--- src/rtl/spi_tx_arbiter.sv ---
// Round-robin arbiter that shares one spi_master_tx between NREQ byte producers.
// One transfer in flight at a time; a master that never raises busy is aborted with err.
module spi_tx_arbiter #(
  parameter int NREQ          = 4,
  parameter int START_TIMEOUT = 16
) (
  input  logic                    clk,
  input  logic                    rst,
  input  logic [NREQ-1:0]         req,
  input  logic [8*NREQ-1:0]       req_data,
  output logic [NREQ-1:0]         grant,
  output logic [NREQ-1:0]         done,
  output logic                    err,
  output logic [7:0]              data_in,
  output logic                    master_send,
  input  logic                    m_busy,
  output logic [1:0]              dbg_state,
  output logic [$clog2(NREQ)-1:0] dbg_ptr
);
  // Handshakes: a requester holds req[i] and its byte until grant[i] pulses; the byte is
  // captured on that edge. master_send stays high until m_busy is sampled high, and the
  // transfer is complete when m_busy is next sampled low (done pulses one cycle later).

  localparam int PW = $clog2(NREQ);
  localparam int IW = PW + 1;
  localparam int CW = $clog2(START_TIMEOUT);

  typedef enum logic [1:0] {
    ST_IDLE = 2'd0,
    ST_SEND = 2'd1,
    ST_BUSY = 2'd2
  } state_t;

  state_t          r_state;
  logic [PW-1:0]   r_ptr;
  logic [PW-1:0]   r_cur;
  logic [CW-1:0]   r_cnt;
  logic [NREQ-1:0] r_grant;
  logic [NREQ-1:0] r_done;
  logic            r_err;
  logic [7:0]      r_data;
  logic            r_send;

  logic [7:0]      w_bytes [NREQ];
  logic            w_found;
  logic [PW-1:0]   w_win;
  logic [IW-1:0]   w_idx;
  logic [PW-1:0]   w_ptr_next;
  logic [NREQ-1:0] w_win_onehot;
  logic [NREQ-1:0] w_cur_onehot;

  for (genvar g = 0; g < NREQ; g++) begin : g_bytes
    assign w_bytes[g] = req_data[8*g +: 8];
  end

  // Scan from the highest offset down so the first set bit at or after r_ptr wins.
  always_comb begin
    w_found = 1'b0;
    w_win   = '0;
    w_idx   = '0;
    for (int i = NREQ - 1; i >= 0; i--) begin
      w_idx = {1'b0, r_ptr} + IW'(i);
      if (w_idx >= IW'(NREQ)) begin
        w_idx = w_idx - IW'(NREQ);
      end
      if (req[w_idx[PW-1:0]]) begin
        w_found = 1'b1;
        w_win   = w_idx[PW-1:0];
      end
    end
  end

  assign w_ptr_next   = (w_win == PW'(NREQ - 1)) ? '0 : w_win + 1'b1;
  assign w_win_onehot = NREQ'(1) << w_win;
  assign w_cur_onehot = NREQ'(1) << r_cur;

  always_ff @(posedge clk or posedge rst) begin
    if (rst) begin
      r_state <= ST_IDLE;
      r_ptr   <= '0;
      r_cur   <= '0;
      r_cnt   <= '0;
      r_grant <= '0;
      r_done  <= '0;
      r_err   <= 1'b0;
      r_data  <= '0;
      r_send  <= 1'b0;
    end else begin
      r_grant <= '0;
      r_done  <= '0;
      r_err   <= 1'b0;
      case (r_state)
        ST_IDLE: begin
          if (w_found && !m_busy) begin
            r_data  <= w_bytes[w_win];
            r_send  <= 1'b1;
            r_grant <= w_win_onehot;
            r_cur   <= w_win;
            r_ptr   <= w_ptr_next;
            r_cnt   <= '0;
            r_state <= ST_SEND;
          end
        end
        ST_SEND: begin
          if (m_busy) begin
            r_send  <= 1'b0;
            r_state <= ST_BUSY;
          end else if (r_cnt == CW'(START_TIMEOUT - 1)) begin
            r_send  <= 1'b0;
            r_done  <= w_cur_onehot;
            r_err   <= 1'b1;
            r_state <= ST_IDLE;
          end else begin
            r_cnt <= r_cnt + 1'b1;
          end
        end
        ST_BUSY: begin
          if (!m_busy) begin
            r_done  <= w_cur_onehot;
            r_state <= ST_IDLE;
          end
        end
        default: r_state <= ST_IDLE;
      endcase
    end
  end

  assign grant       = r_grant;
  assign done        = r_done;
  assign err         = r_err;
  assign data_in     = r_data;
  assign master_send = r_send;
  assign dbg_state   = r_state;
  assign dbg_ptr     = r_ptr;

endmodule

--- config.mk ---
export PLATFORM = sky130hd
export DESIGN_NAME = spi_tx_arbiter
export DESIGN_NICKNAME = d
export VERILOG_FILES = /design/src/rtl/spi_tx_arbiter.sv
export SDC_FILE = /design/constraint.sdc
export NUM_CORES = 1
export LEC_CHECK = 0
export CORE_ASPECT_RATIO = 0.9
export CORE_MARGIN = 5
export CORE_UTILIZATION = 43
export CTS_CLUSTER_SIZE = 24
export DETAILED_ROUTE_END_ITERATION = 7
export MAX_ROUTING_LAYER = met4
export PLACE_DENSITY = 0.79
export SLEW_MARGIN = 25
export SYNTH_ARGS = -nofsm -noshare
export SYNTH_HDL_FRONTEND = slang
export SYNTH_SLANG_ARGS = --single-unit
--- constraint.sdc ---
create_clock -name clk -period 2.4 [get_ports clk]
set_clock_uncertainty 0.15 [all_clocks]
set_input_delay 0.48 -clock clk [delete_from_list [all_inputs] [get_ports clk]]
set_output_delay 0.48 -clock clk [all_outputs]
set_load 0.02 [all_outputs]
==> impl_metrics.prom, run 1 <==
# TYPE chip_impl_metric gauge
chip_impl_metric{name="synth_seq_cells",unit=""} 28
chip_impl_metric{name="slew_violations",unit=""} 0
chip_impl_metric{name="buffer_ports.inserted",unit=""} 60
chip_impl_metric{name="critical_path_required",unit="ps"} 2430
chip_impl_metric{name="cts.sink_count",unit=""} 28
chip_impl_metric{name="max-slew-margin-rel",unit="%"} 69.16
chip_impl_info{name="worst_hold_path_type",value="reg -> reg"} 1
chip_impl_metric{name="dr.pass1.iters",unit=""} 4
chip_impl_metric{name="count_of_synthesis_stage_warnings_from_yosys",unit=""} 0
chip_impl_metric{name="globalRoute.totalOverflow",unit=""} 0
chip_impl_metric{name="cellLeakagePower",unit="nW"} 1.006
chip_impl_metric{name="design.portCount",unit=""} 61
chip_impl_metric{name="drt-wirelength-per-cell",unit="microns"} 15.83
chip_impl_metric{name="initial_antenna_violation_count",unit=""} 0
chip_impl_metric{name="arrival",unit="ps"} 2210
chip_impl_metric{name="final_layout_size_suffix_gt1_share",unit="%"} 9.135
chip_impl_metric{name="synth_edf_count",unit=""} 0
chip_impl_metric{name="p_total",unit="mW"} 2.249
chip_impl_metric{name="core_area",unit="sq um"} 3403
chip_impl_metric{name="clock_insertion_delay_worst_skew",unit="ps"} 270
chip_impl_info{name="critPathLaunchType",value="input port"} 1
chip_impl_metric{name="ir_worst_vdd",unit="uV"} 696.3
chip_impl_metric{name="worstHoldPathCells",unit=""} 2
chip_impl_metric{name="viasPerCell",unit=""} 5.317
chip_impl_metric{name="die-area",unit="sq um"} 4846
chip_impl_metric{name="maxCapViolations",unit=""} 0
chip_impl_metric{name="synth.distinct_cells",unit=""} 35
chip_impl_metric{name="cts.hold.buffers_added",unit=""} 0
chip_impl_metric{name="synth.net_count",unit=""} 187
chip_impl_metric{name="cts.repair.resized",unit=""} 0
chip_impl_info{name="layout.cells.most_common_list",value="clkdlybuf4s50_1, dfrtp_1, mux2i_1, nand2_1, nor2_1"} 1
chip_impl_info{name="critPathCaptureType",value="flip-flop"} 1
chip_impl_metric{name="reg2regPathDepth",unit=""} 6
chip_impl_metric{name="crit_fanout",unit=""} 10
chip_impl_info{name="run_status",value="finished clean"} 1
chip_impl_metric{name="cts.reportedPaths.clkPinSlew",unit="ps"} 100
chip_impl_metric{name="gp_congestion",unit=""} 0.8177
chip_impl_metric{name="cts.path.max_buffers",unit=""} 2
chip_impl_metric{name="postSynth.asyncResetShare",unit="%"} 100.0
chip_impl_metric{name="area_growth",unit="%"} 48.16
chip_impl_metric{name="cts.repair_timing.setup_buffer_count",unit=""} 0
chip_impl_metric{name="die_w",unit="microns"} 72.83
chip_impl_metric{name="pwr_density_cell",unit="nW/um^2"} 993.8
chip_impl_metric{name="rows",unit=""} 20
chip_impl_metric{name="fmax",unit="MHz"} 459.1
chip_impl_metric{name="pin_count_of_the_biggest_net_entering_global_routing",unit=""} 29
chip_impl_metric{name="timing.final.crit_period",unit="ps"} 2178
chip_impl_metric{name="drt_iter0_markers",unit=""} 38
chip_impl_metric{name="wire_length_of_the_first_global_routing_pass",unit="mm"} 6.520
chip_impl_info{name="ys.flop_type",value="dfrtp_1"} 1
chip_impl_info{name="grt_setup_unrepaired",value="no"} 1
chip_impl_metric{name="start_util",unit="%"} 44.89
chip_impl_metric{name="grt_pass1_vias",unit=""} 1399
chip_impl_metric{name="htree_num_levels",unit=""} 1
chip_impl_metric{name="total_grt_usage",unit="%"} 17.64
chip_impl_info{name="most_common_cell_after_layout_fill_and_taps_aside",value="clkdlybuf4s50_1"} 1
chip_impl_info{name="crit_type",value="in -> reg"} 1
chip_impl_metric{name="drc",unit=""} 0
chip_impl_metric{name="num-nets-final",unit=""} 253
chip_impl_metric{name="hold_viol_final",unit=""} 0
chip_impl_metric{name="mappedNetlistArea",unit="sq um"} 1528
chip_impl_metric{name="num_vias",unit=""} 1340
chip_impl_metric{name="worstMarginPinSlew",unit="ps"} 462.6
chip_impl_metric{name="chipHeight",unit="microns"} 66.55
chip_impl_info{name="tritoncts",value="built"} 1
chip_impl_metric{name="diodes",unit=""} 0
chip_impl_metric{name="post_detail_place_hpwl",unit="mm"} 3.123
chip_impl_metric{name="setup-tns-final",unit="ps"} 0
chip_impl_info{name="clockRootBuffer",value="clkbuf_8"} 1
chip_impl_metric{name="setup_violations",unit=""} 0
chip_impl_metric{name="cts_made_buffers",unit=""} 3
chip_impl_metric{name="synthCells",unit=""} 143
chip_impl_metric{name="detail-route-antenna-nets",unit=""} 0
chip_impl_metric{name="synth.yosys.seq_area_share",unit="%"} 45.86
chip_impl_metric{name="avgSynthCellArea",unit="sq um"} 10.68
chip_impl_metric{name="post-route-period-util",unit="%"} 90.75
chip_impl_metric{name="finalWirelength",unit="mm"} 3.989
==> synth_stat cells (2+ instances only) <==
| cell type | n | area, sq um |
|---|---|---|
| o221ai_1 | 8 | 70.07 |
| a22oi_1 | 2 | 15.01 |
| o21ai_0 | 4 | 20.02 |
| dfrtp_1 | 28 | 700.7 |
| nor3b_1 | 2 | 15.01 |
| buf_4 | 3 | 22.52 |
| mux2i_1 | 18 | 180.2 |
| nor2_1 | 13 | 48.80 |
| nand2_1 | 16 | 60.06 |
| nand2b_1 | 4 | 25.02 |
| a21oi_1 | 6 | 30.03 |
| nand3_1 | 2 | 10.01 |
| inv_1 | 6 | 22.52 |
| buf_2 | 2 | 10.01 |
| mux2_2 | 2 | 22.52 |
| nor2b_1 | 2 | 12.51 |
| and3_1 | 3 | 18.77 |
| ha_1 | 5 | 62.56 |
==> per-layer routing <==
layer | GRT usage, % | up-vias | routed length [microns]
met1 | 20.30 | 653 | 1581
met3 | 3.620 | 8 | 147
met2 | 30.74 | 32 | 2170
li1 | - | 647 | -
met5 | - | - | 0
met4 | 5.760 | 0 | 89
==> worst paths after layout <==
path                              endpoint  slack, ps          from
min in group asynchronous       data_in[2]        410           rst
worst min register to register  data_in[4]        350    data_in[4]
worst min-delay path            data_in[4]        350    data_in[4]
max in group asynchronous         grant[1]       1420           rst
worst max-delay path            data_in[5]        220        req[1]
worst max register to register  data_in[5]        310  dbg_state[1]
==> logic make-up after synthesis <==
group | Yosys count | synth area share (%)
AND/OR/NAND/NOR | 49 | 17.36
adder cells (fa/ha/maj) | 5 | 4.095
buffers and inverters | 11 | 3.603
flip-flops | 28 | 45.86
XOR/XNOR | 1 | 0.5734
AO/OA/AOI/OAI | 29 | 15.23
multiplexers | 20 | 13.27
==> critical path, stage by stage <==
cell and delay, ps:
clkdlybuf4s50_1 590, nand2b_1 150, a21oi_1 80, a211oi_2 330
nand3_2 290, o221ai_1 270
==> cell type report <==
type | count | area [sq um]
multi-input combinational | 104 | 772.0
inverter | 6 | 22.52
fill | 284 | 1140
sequential | 28 | 700.7
timing repair buffer | 66 | 658.1
clock buffer | 4 | 55.05
tap | 44 | 55.05
==> metrics by stage <==
stage	cell area [sq um]	cells	util [%]	hold WS, ps	setup slack [ps]
finish	2263	252	66.51	349.0	222.0
CTS	2263	252	66.51	353.7	193.1
global placement	2208	248	64.89	323.8	17.80
detailed placement	2208	248	64.89	330.6	-97.72
floorplan	1528	143	-	298.6	434.8
global route	2263	252	66.51	382.8	134.9
==> flip-flops by register name, summed over array words and instances, names as in the netlist <==
name / count
data_in: 8
r_cnt: 4
master_send: 1
err: 1
dbg_ptr: 2
grant: 4
dbg_state: 2
r_cur: 2
done: 4
==> where the power goes <==
part	leakage (nW)	internal [mW]	switching [mW]
Combinational	0.612	0.587	0.630
Sequential	0.365	0.620	0.122
Clock	0.0288	0.147	0.143
Total	1.01	1.35	0.895
(Power assumes the default switching activity.)
==> run 2: changes to the inputs <==
Settings changed: GPL_TIMING_DRIVEN set to 0.
==> run 2 against run 1 <==
Compared with the run above: highest routed layer unchanged; via count barely moved; setup slack got worse by 84 ps; final cell count fell by 0.40%; clock-buffer cell count did not move; sequential cell count did not move; hold slack got worse by 7.9 ps; critical path depth rose by 1; die area did not move; sequential share of layout area rose by 0.35 points; wire length fell by 0.88%.
==> impl_metrics.prom, run 2 (synthesis gave the netlist of run 1 again) <==
# TYPE chip_impl_metric gauge
chip_impl_metric{name="num-nets-final",unit=""} 252
chip_impl_metric{name="timing.final.crit_period",unit="ps"} 2262
chip_impl_metric{name="post_detail_place_hpwl",unit="mm"} 3.054
chip_impl_info{name="worst_hold_path_type",value="reg -> reg"} 1
chip_impl_info{name="critPathCaptureType",value="flip-flop"} 1
chip_impl_metric{name="viasPerCell",unit=""} 5.343
chip_impl_metric{name="final_layout_size_suffix_gt1_share",unit="%"} 9.179
chip_impl_metric{name="start_util",unit="%"} 44.89
chip_impl_info{name="most_common_cell_after_layout_fill_and_taps_aside",value="clkdlybuf4s50_1"} 1
chip_impl_info{name="tritoncts",value="built"} 1
chip_impl_metric{name="pin_count_of_the_biggest_net_entering_global_routing",unit=""} 29
chip_impl_metric{name="rows",unit=""} 20
chip_impl_metric{name="pwr_density_cell",unit="nW/um^2"} 998.2
chip_impl_metric{name="cts.hold.buffers_added",unit=""} 0
chip_impl_metric{name="crit_fanout",unit=""} 10
chip_impl_metric{name="buffer_ports.inserted",unit=""} 60
chip_impl_metric{name="ir_worst_vdd",unit="uV"} 488.3
chip_impl_metric{name="diodes",unit=""} 0
chip_impl_info{name="critPathLaunchType",value="input port"} 1
chip_impl_metric{name="cts_made_buffers",unit=""} 3
chip_impl_metric{name="core_area",unit="sq um"} 3403
chip_impl_metric{name="grt_pass1_vias",unit=""} 1367
chip_impl_metric{name="cts.repair_timing.setup_buffer_count",unit=""} 0
chip_impl_metric{name="filler_cell_count",unit=""} 284
chip_impl_metric{name="worstMarginPinSlew",unit="ps"} 577.2
chip_impl_metric{name="arrival",unit="ps"} 2290
chip_impl_metric{name="largest_register_ffs",unit=""} 8
chip_impl_metric{name="critical_path_required",unit="ps"} 2430
chip_impl_metric{name="gp_congestion",unit=""} 0.9031
chip_impl_metric{name="htree_num_levels",unit=""} 1
chip_impl_metric{name="drt_iter0_markers",unit=""} 84
chip_impl_metric{name="clock_insertion_delay_worst_skew",unit="ps"} 280
chip_impl_metric{name="finalWirelength",unit="mm"} 3.954
chip_impl_metric{name="area_growth",unit="%"} 46.52
chip_impl_metric{name="die_w",unit="microns"} 72.83
chip_impl_metric{name="cts.path.max_buffers",unit=""} 2
chip_impl_info{name="grt_setup_unrepaired",value="no"} 1
chip_impl_metric{name="total_grt_usage",unit="%"} 17.02
chip_impl_metric{name="drc",unit=""} 0
chip_impl_metric{name="fmax",unit="MHz"} 442.1
chip_impl_metric{name="cellLeakagePower",unit="nW"} 0.9931
chip_impl_metric{name="finalHoldWorstSlack",unit="ps"} 341.1
chip_impl_info{name="layout.cells.most_common_list",value="clkdlybuf4s50_1, dfrtp_1, mux2i_1, nand2_1, nor2_1"} 1
chip_impl_info{name="crit_type",value="in -> reg"} 1
chip_impl_metric{name="initial_antenna_violation_count",unit=""} 0
chip_impl_metric{name="die-area",unit="sq um"} 4846
chip_impl_metric{name="num_vias",unit=""} 1341
chip_impl_metric{name="globalRoute.totalOverflow",unit=""} 0
chip_impl_metric{name="cts.repair.resized",unit=""} 0
chip_impl_info{name="clockRootBuffer",value="clkbuf_8"} 1
chip_impl_metric{name="setup_violations",unit=""} 0
chip_impl_metric{name="max-slew-margin-rel",unit="%"} 61.46
chip_impl_info{name="run_status",value="finished clean"} 1
chip_impl_metric{name="post-route-period-util",unit="%"} 94.25
chip_impl_metric{name="detail-route-antenna-nets",unit=""} 0
chip_impl_metric{name="wire_length_of_the_first_global_routing_pass",unit="mm"} 6.237
chip_impl_metric{name="chipHeight",unit="microns"} 66.55
chip_impl_metric{name="slew_violations",unit=""} 0
chip_impl_metric{name="dr.pass1.iters",unit=""} 4
chip_impl_metric{name="cts.reportedPaths.clkPinSlew",unit="ps"} 100
chip_impl_metric{name="drt-wirelength-per-cell",unit="microns"} 15.75
chip_impl_metric{name="design.portCount",unit=""} 61
chip_impl_metric{name="maxCapViolations",unit=""} 0
chip_impl_metric{name="cts.sink_count",unit=""} 28
chip_impl_metric{name="setup.reg_to_reg.worst_slack",unit="ps"} 400
chip_impl_metric{name="utilization",unit="%"} 65.77
chip_impl_metric{name="hold_viol_final",unit=""} 0
[run 2: layout make-up]
cell class                      count  area, sq um  share of cell area (%)
Tap cell                           44        55.05                   2.459
Multi-Input combinational cell    104        772.0                   34.49
Sequential cell                    28        700.7                   31.30
Timing Repair Buffer               60        600.6                   26.83
Clock buffer                        4        55.05                   2.459
Buffer                              5        32.53                   1.453
Inverter                            6        22.52                   1.006
[run 2: stage by stage]
stage	power [mW]	TNS (ps)	instance area (sq um)	setup slack, ps	std cells
floorplan	1.481	0	1528	434.8	143
CTS	2.255	0	2238	136.3	251
finish	2.234	0	2238	138.0	251
detailed placement	1.950	-886.8	2183	-155.6	247
global placement	1.907	-475.8	2183	-116.3	247
global route	2.393	0	2238	56.81	251
[run 2: per-layer routing]
metal | routed length [microns] | vias to the layer above | GRT usage (%)
met5 | 0 | - | -
met4 | 91 | 0 | 8.295
met3 | 128 | 9 | 1.508
met2 | 2079 | 31 | 28.72
met1 | 1655 | 657 | 20.47
li1 | - | 644 | -
[run 2: path summary, 6_finish.rpt]
path | startpoint | cells after the start | end
worst max-delay path | req[0] | 7 | dbg_ptr[1]
worst min-delay path | data_in[2] | 2 | data_in[2]
worst max register to register | r_cnt[0] | 6 | r_cnt[3]
worst min register to register | data_in[2] | 2 | data_in[2]
max in group asynchronous | rst | 2 | master_send
min in group asynchronous | rst | 2 | data_in[2]
[run 2: report_power, final]
part	internal (mW)	total [mW]	leakage (nW)	switching, mW
clock network	0.147	0.298	0.0288	0.151
logic	0.570	1.19	0.599	0.625
registers	0.620	0.741	0.365	0.121
total	1.34	2.23	0.993	0.897
[run 2: worst max-delay path: stages]
cell and delay, ps:
clkdlybuf4s50_1 580, nand2b_1 100, nor2b_1 140, o22a_2 250, buf_4 190, ha_1 290
mux2_2 260
==> run 3: changes to the inputs <==
Settings changed: CORE_UTILIZATION 43 to 39, PLACE_DENSITY 0.79 to 0.72.
==> run 3 against run 2 <==
Compared with the run above: combinational power about the same; sequential cell count unchanged; hold slack improved by 6.3 ps; critical path depth stayed put; clock-buffer cell count unchanged; die area increased by 8.8%; critical path type unchanged; highest routed layer unchanged.
==> impl_metrics.prom, run 3 (synthesis gave the netlist of run 1 again) <==
# TYPE chip_impl_metric gauge
chip_impl_metric{name="drt-wirelength-per-cell",unit="microns"} 16.14
chip_impl_metric{name="max-slew-margin-rel",unit="%"} 61.06
chip_impl_info{name="clockRootBuffer",value="clkbuf_8"} 1
chip_impl_info{name="r2r_end",value="r_cnt[3]"} 1
chip_impl_metric{name="pin_count_of_the_biggest_net_entering_global_routing",unit=""} 29
chip_impl_info{name="layout.cells.most_common_list",value="clkdlybuf4s50_1, dfrtp_1, mux2i_1, nand2_1, nor2_1"} 1
chip_impl_metric{name="cts.path.max_buffers",unit=""} 2
chip_impl_metric{name="placed_cell_area",unit="sq um"} 2186
chip_impl_metric{name="reg2regPathDepth",unit=""} 6
chip_impl_info{name="grt_setup_unrepaired",value="no"} 1
chip_impl_metric{name="area_growth",unit="%"} 46.68
chip_impl_metric{name="slew_violations",unit=""} 0
chip_impl_metric{name="post_layout_nonfiller_instances",unit=""} 253
chip_impl_metric{name="timing.final.crit_period",unit="ps"} 2271
chip_impl_info{name="critPathLaunchType",value="input port"} 1
chip_impl_metric{name="design.portCount",unit=""} 61
chip_impl_metric{name="cellLeakagePower",unit="nW"} 0.9931
chip_impl_metric{name="core_area",unit="sq um"} 3757
chip_impl_metric{name="cp.depth",unit=""} 7
chip_impl_metric{name="num-nets-final",unit=""} 252
chip_impl_info{name="run_status",value="finished clean"} 1
chip_impl_metric{name="buffer_ports.inserted",unit=""} 60
chip_impl_metric{name="worstHoldPathCells",unit=""} 1
chip_impl_metric{name="setup.reg_to_reg.worst_slack",unit="ps"} 330
chip_impl_metric{name="viasPerCell",unit=""} 5.360
chip_impl_info{name="critPathCaptureType",value="flip-flop"} 1
chip_impl_metric{name="post-route-period-util",unit="%"} 94.64
chip_impl_metric{name="chipHeight",unit="microns"} 69.38
chip_impl_metric{name="worstMarginPinSlew",unit="ps"} 583.2
chip_impl_metric{name="ff_latch_area",unit="sq um"} 700.7
chip_impl_metric{name="largest_register_ffs",unit=""} 8
chip_impl_metric{name="globalRoute.totalOverflow",unit=""} 0
chip_impl_metric{name="total_grt_usage",unit="%"} 16.02
chip_impl_metric{name="clock_insertion_delay_worst_skew",unit="ps"} 270
chip_impl_metric{name="critical_path_buf_inv_count",unit=""} 2
chip_impl_metric{name="cts.hold.buffers_added",unit=""} 0
chip_impl_info{name="most_common_cell_after_layout_fill_and_taps_aside",value="clkdlybuf4s50_1"} 1
chip_impl_metric{name="hold_viol_final",unit=""} 0
chip_impl_metric{name="met1_length",unit="mm"} 1.702
chip_impl_metric{name="die-area",unit="sq um"} 5271
chip_impl_metric{name="initial_antenna_violation_count",unit=""} 0
chip_impl_info{name="timing_endpoint_of_the_critical_path",value="dbg_ptr[1]"} 1
chip_impl_metric{name="cts.repair.resized",unit=""} 0
chip_impl_metric{name="filler_cell_count",unit=""} 318
chip_impl_info{name="tritoncts",value="built"} 1
chip_impl_metric{name="footprint_of_the_multi_input_gates",unit="sq um"} 772.0
chip_impl_metric{name="detailroute.wirelength.met2",unit="mm"} 2.204
chip_impl_metric{name="critical_path_required",unit="ps"} 2420
chip_impl_metric{name="met3_length",unit="microns"} 165
chip_impl_info{name="dr.max_layer_used",value="met4"} 1
chip_impl_metric{name="htree_num_levels",unit=""} 1
chip_impl_metric{name="cts.reportedPaths.clkPinSlew",unit="ps"} 90
chip_impl_metric{name="grt_pass1_vias",unit=""} 1354
chip_impl_metric{name="diodes",unit=""} 0
chip_impl_info{name="crit_type",value="in -> reg"} 1
chip_impl_metric{name="placed_cells_incl_taps",unit=""} 249
chip_impl_metric{name="cts.sink_count",unit=""} 28
chip_impl_metric{name="wire_length_of_the_first_global_routing_pass",unit="mm"} 6.851
chip_impl_info{name="cp_top_family",value="buffers and inverters"} 1
chip_impl_metric{name="setup_violations",unit=""} 0
chip_impl_metric{name="dr.pass1.iters",unit=""} 4
chip_impl_metric{name="ir_worst_vdd",unit="uV"} 506.9
chip_impl_metric{name="arrival",unit="ps"} 2290
chip_impl_metric{name="detail-route-antenna-nets",unit=""} 0
chip_impl_metric{name="finalWirelength",unit="mm"} 4.084
chip_impl_metric{name="cts.repair_timing.setup_buffer_count",unit=""} 0
chip_impl_metric{name="gp_congestion",unit=""} 0.8116
chip_impl_metric{name="post_detail_place_hpwl",unit="mm"} 3.241
chip_impl_info{name="regToRegStartpoint",value="r_cnt[0]"} 1
chip_impl_metric{name="cts_made_buffers",unit=""} 3
chip_impl_info{name="slowest_stage",value="clkdlybuf4s50_1"} 1
chip_impl_info{name="worst_hold_path_type",value="reg -> reg"} 1
chip_impl_metric{name="fmax",unit="MHz"} 440.3
chip_impl_metric{name="drt_iter0_markers",unit=""} 120
chip_impl_metric{name="final_layout_size_suffix_gt1_share",unit="%"} 9.179
chip_impl_metric{name="worst_path_largest_cell_delay",unit="ps"} 580
chip_impl_info{name="startpoint_of_the_worst_setup_timing_path",value="req[0]"} 1
chip_impl_metric{name="maxCapViolations",unit=""} 0
chip_impl_metric{name="drc",unit=""} 0
chip_impl_metric{name="rows",unit=""} 21
chip_impl_metric{name="crit_fanout",unit=""} 10
chip_impl_metric{name="start_util",unit="%"} 40.66
chip_impl_metric{name="die_w",unit="microns"} 75.98
chip_impl_metric{name="finalInstanceArea",unit="sq um"} 2241
chip_impl_metric{name="pwr_density_cell",unit="nW/um^2"} 995.2
chip_impl_metric{name="num_vias",unit=""} 1356
chip_impl_info{name="critical_path.cell_chain",value="clkdlybuf4s50_1, nand2b_1, nor2b_1, o22a_2, buf_4, ha_1, mux2_2"} 1
[run 3: cell counts in the layout (fill, tap and decap cells not counted)]
Identical to the previous run, type by type.
[run 3: area by class of cell]
type / count / share of cell area, %
multi-input cells: 104 / 34.45
flip-flops and latches: 28 / 31.27
repair buffers: 60 / 26.80
well taps: 46 / 2.568
clock buffers: 4 / 2.457
plain buffers: 5 / 1.452
inverters: 6 / 1.005
[run 3: worst min-delay path by stage]
stage / start / end / slack, ps
floorplan: r_cur[0] / done[2] / 300
detailed placement: data_in[6] / data_in[6] / 330
global route: r_cur[0] / done[2] / 370
global placement: master_send / master_send / 320
CTS: data_in[6] / data_in[6] / 350
finish: r_cur[0] / done[2] / 350
[run 3: layer usage]
layer	GRT usage [%]	vias to the layer above
met5	-	-
met4	2.964	0
met3	3.377	2
met2	28.42	40
met1	18.67	667
li1	-	647
[run 3: metrics by stage]
stage	setup TNS, ps	hold WS, ps	setup slack (ps)	utilization, %	total power [mW]
after floorplan	0	298.6	434.8	-	1.481
after global placement	-389.5	323.9	-121.6	58.18	1.910
after detailed placement	-1262	327.3	-176.3	58.18	1.968
after CTS	0	349.1	112.6	59.64	2.262
after global routing	0	369.3	19.93	59.64	2.385
final	0	347.3	128.6	59.64	2.230
[run 3: power breakdown]
part           leakage, nW  switching, mW  internal, mW  total (mW)
combinational        0.599          0.637         0.573        1.21
clock               0.0288          0.135         0.147       0.282
sequential           0.365          0.118         0.620       0.738
